--- config.mk ---
export PLATFORM = sky130hd
export DESIGN_NAME = dmem_access_ctrl
export DESIGN_NICKNAME = d
export VERILOG_FILES = /design/src/rtl/dmem_access_ctrl.sv
export SDC_FILE = /design/constraint.sdc
export NUM_CORES = 1
export LEC_CHECK = 0
export BUFFER_PORTS_ARGS = -buffer_cell sky130_fd_sc_hd__buf_2
export CAP_MARGIN = 20
export CORE_AREA = 2 2 94 87
export CTS_CLUSTER_SIZE = 30
export DETAILED_ROUTE_END_ITERATION = 7
export DIE_AREA = 0 0 96 89
export PLACE_DENSITY = 0.89
export SLEW_MARGIN = 20
export SYNTH_ARGS = -nofsm -noshare
export SYNTH_HDL_FRONTEND = slang
export SYNTH_SLANG_ARGS = --single-unit
export TNS_END_PERCENT = 10
--- constraint.sdc ---
create_clock -name CLK -period 1.7 [get_ports CLK]
set_input_delay 0.17 -clock CLK [delete_from_list [all_inputs] [get_ports CLK]]
set_output_delay 0.17 -clock CLK [all_outputs]
set_load 0.02 [all_outputs]
--- src/rtl/dmem_access_ctrl.sv ---
// Data-memory access controller for the MEM stage: latches a request, runs the RAM for
// WAIT_STATES+1 cycles and pulses Ready. Define DMEM_BUS_ERROR_EN to report out-of-window hits on BusErr.
module dmem_access_ctrl #(
   parameter int          DATA_W      = 32,
   parameter logic [31:0] MEM_BASE    = 32'h0500,
   parameter int          MEM_AW      = 10,
   parameter int          WAIT_STATES = 2
) (
   input  logic              CLK,
   input  logic              RST,
   input  logic [31:0]       Address,
   input  logic              CS,
   input  logic              Req,
   input  logic              WE,
   input  logic [DATA_W-1:0] WData,
   input  logic [DATA_W-1:0] MemRData,
   output logic              MemEN,
   output logic              MemWE,
   output logic [MEM_AW-1:0] MemAddr,
   output logic [DATA_W-1:0] MemWData,
   output logic [DATA_W-1:0] RData,
   output logic              Ready,
   output logic              Stall,
   output logic              BusErr
);

   typedef enum logic [1:0] {IDLE, ACCESS, DONE} state_t;

   localparam logic [3:0] WAIT_INIT = 4'(WAIT_STATES);

   state_t            state;
   logic [3:0]        cnt;
   logic [MEM_AW-1:0] offset;
   logic              unused_addr_hi;

   // Only the low MEM_AW bits matter: the offset wraps modulo the window size.
   assign offset         = Address[MEM_AW-1:0] - MEM_BASE[MEM_AW-1:0];
   assign unused_addr_hi = ^Address[31:MEM_AW];

   assign Stall = ((state == IDLE) && Req) || (state == ACCESS);

   always_ff @(posedge CLK) begin
      if (RST) begin
         state    <= IDLE;
         cnt      <= '0;
         MemEN    <= 1'b0;
         MemWE    <= 1'b0;
         Ready    <= 1'b0;
         RData    <= '0;
         MemAddr  <= '0;
         MemWData <= '0;
      end else begin
         case (state)
            IDLE: begin
               Ready <= 1'b0;
               if (Req) begin
                  if (CS) begin
                     MemAddr  <= offset;
                     MemWData <= WData;
                     MemWE    <= WE;
                     MemEN    <= 1'b1;
                     cnt      <= WAIT_INIT;
                     state    <= ACCESS;
                  end else begin
                     Ready <= 1'b1;
                     state <= DONE;
                  end
               end
            end
            ACCESS: begin
               if (cnt != 4'd0) begin
                  cnt <= cnt - 4'd1;
               end else begin
                  // MemWE still holds the latched direction on this last cycle.
                  if (!MemWE) RData <= MemRData;
                  MemEN <= 1'b0;
                  MemWE <= 1'b0;
                  Ready <= 1'b1;
                  state <= DONE;
               end
            end
            DONE: begin
               Ready <= 1'b0;
               state <= IDLE;
            end
            default: begin
               MemEN <= 1'b0;
               MemWE <= 1'b0;
               Ready <= 1'b0;
               state <= IDLE;
            end
         endcase
      end
   end

`ifdef DMEM_BUS_ERROR_EN
   logic bus_err;

   // High exactly in the DONE cycle that follows an out-of-window request.
   always_ff @(posedge CLK) begin
      if (RST) bus_err <= 1'b0;
      else     bus_err <= (state == IDLE) && Req && !CS;
   end

   assign BusErr = bus_err;
`else
   assign BusErr = 1'b0;
`endif

endmodule

# After elaboration in Yosys (flattened, before gate mapping)
# Cells that the tools add are included.
# classes
addsub	2
n_eq_ne	6
n_mux	19
n_bitwise	3
n_reduce_logical	10
# ops
operator	n
4-bit 2-to-1 mux	3
10-bit by 9-bit subtractor with 10-bit output (second input constant)	1
1-bit 2-to-1 mux	8
4-bit one-hot mux with 2 select lines	1
4-bit AND reduction	2
2-bit 2-to-1 mux	3
2-bit inequality test (second input constant)	3
1-bit one-hot mux with 3 select lines	2
3-bit AND reduction	2
2-bit one-hot mux with 2 select lines	1
4-bit nonzero test	1
4-bit by 1-bit subtractor with 4-bit output (second input constant)	1
1-bit NOT	3
2-bit by 1-bit equality test with 1-bit output (second input constant)	1
2-bit equality test (second input constant)	1
2-bit zero test	1
2-bit by 1-bit inequality test with 1-bit output (second input constant)	1
1-bit one-hot mux with 2 select lines	1
2-bit AND reduction	1
2-bit nonzero test	1
1-bit logical AND	1
1-bit logical OR	1
# word_totals
register_bits	83
input_bits	101

# Depth between registers and ports, before layout
# logic_depth
depth_word	3
mapped_depth	7

# Worst setup path before layout
# Ideal clock, no wire load.
# synth_path
path_type	flip-flop to flip-flop
from	register cnt[0]
to	register RData[17]
setup_ns	0.132
arrival_time_ns	1.348
setup_slack_ns	0.220
stages_incl_launch_ff	8
n_path_buf	2
path_cell_list	dfxtp_1 > inv_1 > ha_1 > or3b_1 > buf_2 > buf_6 > o21ai_1 > a21oi_1
# synth_via
elab_chain_cells	3
# synth_lines
element	line_no	rtl
from (decl)	32	logic [3:0] cnt;
from (signal assigned)	72	cnt <= cnt - 4'd1;
4-bit nonzero test	71	if (cnt != 4'd0) begin
1-bit NOT (no source line)	--	
3-bit AND reduction (no source line)	--	
to (signal assigned)	75	if (!MemWE) RData <= MemRData;
to (decl)	21	output logic [DATA_W-1:0] RData,
# No other way between the ends.
# A chain may end at the register's enable or synchronous reset.

# Worst setup path after layout
# layout_path
from	register cnt[0]
to	register RData[15]
# The elaborated chain is that of the path after synthesis.

==> results by group <==
Outcome
  – Status: finished, final reports clean

Worst setup path
  – FF-to-FF Start: cnt[0]
  – CP Launch Type: flip-flop
  – Worst reg-to-reg path cell count: 6
  – Worst-path fanout max: 33
  – Crit path DAT: 1.79 ns
  – R2R setup slack: 0.12 ns
  – Crit Path Class: flip-flop to flip-flop
  – CP Data Required Time: 1.91 ns
  – CP endpoint kind: flip-flop
  – Worst R2R End: RData[15]

Die
  – Starting Density: 0.435
  – Die Y: 89 um
  – I/O Pins: 180
  – Die width: 96 um
  – Cell Rows: 30
  – Die ar.: 8540 sq um
  – Core box area: 7470 sq um

Timing
  – Post-route clock period utilization: 0.929
  – Slew Limit Headroom: 0.654
  – Final WS setup: 0.121 ns
  – Setup TNS: 0 ns
  – Slew @ Worst Pin: 0.519 ns
  – Clk_skew: 0.00793 ns
  – Final critical-path required period: 1.58 ns
  – Unrepaired setup endpoints after global routing: false
  – Final hold viol count: 0
  – F_max: 633 MHz
  – Setup violations, final: 0
  – Pins Over Slew Limit: 0

Synthesis
  – Synthesized net count: 491
  – Netlist cell types: 36
  – Synth Register Bits: 83
  – Mapped Area: 3250 sq um
  – Post-Syn Instances: 388
  – Fraction of registers with async set/reset: 0
  – Sequential area share after synthesis: 0.511
  – Ys Warns: 0
  – Most used DFF post-synth: dfxtp_1
  – Number of flops mapped to enable cells by yosys: 0
  – Syn_area_per_cell: 8.37 sq um

Global routing
  – Initial antenna violation count: 0
  – GRT Resource Usage Total: 0.184
  – Largest net degree at the start of global routing: 42
  – GR Overflow Total: 0
  – First-pass GRT wire length: 12500 um
  – Vias in the first global route: 2928

Detailed routing
  – Antenna Nets Post-Route: 0
  – Routed wire length per instance: 12.9 um
  – Initial DRT Pass Iterations: 5
  – Routed WL: 8120 um
  – # DRC: 0
  – DR vias: 3192
  – Vias/cell: 5.06
  – DRT iter0 DRCs: 137

Final layout
  – Syn-to-layout area delta: 30.6%
  – Final Util: 0.568
  – Final nets: 633
  – # diodes: 0
  – Fillers: 696
  – Post-route cell area: 4240 sq um
  – Seq. cell area: 1660 sq um
  – Area of the multi-input gates: 1350 sq um
  – Ratio of cells with drive above 1 in the final layout: 0.348

Worst hold path
  – Worst hold stages: 2
  – Hold Path End: MemAddr[8]
  – Min-Delay Startpoint: Address[8]
  – Hold Path Class: input port to flip-flop

Clock network
  – Post-cts resize count: 0
  – CTS Hold Bufs: 0
  – Worst-Skew Late Latency: 0.34 ns
  – H-tree depth: 3
  – Clock slew seen by the registers of the worst setup and hold paths: 0.08 ns
  – Max Root-Sink Buffers: 2
  – Postcts setup bufs: 0
  – Root Buffer: clkbuf_8
  – Clock sink count: 83
  – CTS tree: done
  – CTS Buf Count: 9

Pwr
  – Power Dens Cells: 980 nW/um^2
  – Maximum VDD drop: 0.000578 V
  – Lkg Pwr: 1.88 nW

Run
  – Max Cap Violations: 0

Placed design
  – RD Place Congestion: 0.819
  – DP HPWL: 5840 um
  – Cell Area, Placed: 4050 sq um
  – Pre-CTS WS: 0.0930 ns
  – Port Buffers: 156
==> critical path, cell delays in order, from the launching register on <==
cell and delay, ns:
dfxtp_1 0.32, inv_1 0.09, ha_1 0.19, or3b_4 0.42
buf_12 0.18, o21ai_1 0.15, a21oi_1 0.09
==> registers in the layout, summed over array words and instances (netlist names) <==
register and cells:
MemWE 1, RData 32, MemAddr 10, Ready 1, MemEN 1, cnt 4
state 2, MemWData 32
==> cell usage in the layout, fill, tap and decap left out, types with 2 or more instances in the layout <==
cell	instances
clkinvlp_4	2
or3b_4	2
o21ai_1	33
nor2b_1	2
a21oi_1	77
nand3_1	35
nand2b_1	4
clkbuf_8	10
buf_4	7
nor3b_4	2
dfxtp_1	83
ha_1	2
a31oi_1	2
nand2_1	82
clkbuf_1	2
buf_12	3
nor2_1	6
inv_1	5
buf_2	156
==> logic make-up (layout without fill, tap and decap cells) <==
logic type	count (synthesis)	in the layout	synth area share
fa+ha+maj	2	2	0.00770
buf+inv	40	187	0.0762
other cells	1	1	0.00115
compound gates	121	121	0.199
simple gates	140	140	0.202
xor+xnor	1	1	0.00270
flops	83	83	0.511
==> synthesized netlist by cell type, drive strengths merged (4+ instances only) <==
master	instances	area share
nand2b	4	0.0077
dfxtp	83	0.51
clkbuf	9	0.010
nand3	35	0.054
buf	26	0.060
inv	5	0.0058
a21oi	77	0.12
nor2	6	0.0069
o21ai	33	0.051
nand2	82	0.095
==> worst max path at each step <==
stage	from	endpoint	slack [ns]	cells past startpoint
final	cnt[0]	RData[15]	0.12	6
after global placement	cnt[0]	RData[22]	0.14	6
after floorplan	cnt[0]	RData[17]	0.22	7
after global routing	cnt[0]	Ready	0.009	6
after CTS	cnt[0]	RData[21]	0.09	6
after detailed placement	cnt[0]	RData[21]	0.09	6
==> final cells by class <==
class | instances | area share
clock buffer | 12 | 0.0342
inverter | 5 | 0.00442
clock inverter | 4 | 0.0118
sequential | 83 | 0.392
multi-input combinational | 265 | 0.319
tap | 96 | 0.0283
timing repair buffer | 166 | 0.211
==> power by group <==
| group | leakage (nW) | switching (mW) | internal, mW |
|---|---|---|---|
| clock | 0.0926 | 0.664 | 0.718 |
| sequential | 0.675 | 0.0511 | 2.03 |
| combinational | 1.11 | 0.426 | 0.266 |
| total | 1.88 | 1.14 | 3.02 |
==> stage by stage <==
step	cells	hold WS, ns	total power [mW]
floorplan	388	0.266	2.58
finish	631	0.0306	4.16
global placement	615	0.378	2.80
global route	631	0.0194	4.36
detailed placement	615	0.388	2.82
CTS	631	0.0106	4.22
==> metal layers <==
metal  share of wire  wire length [um]  vias up  GRT usage
met2            0.50              4090      117      0.337
li1                -                 -     1608          -
met5               0                 0        -          0
met4          0.0057                46        0     0.0558
met1            0.42              3380     1463      0.202
met3           0.074               604        4     0.0607
Note: power is estimated with default switching activity, not from simulation.
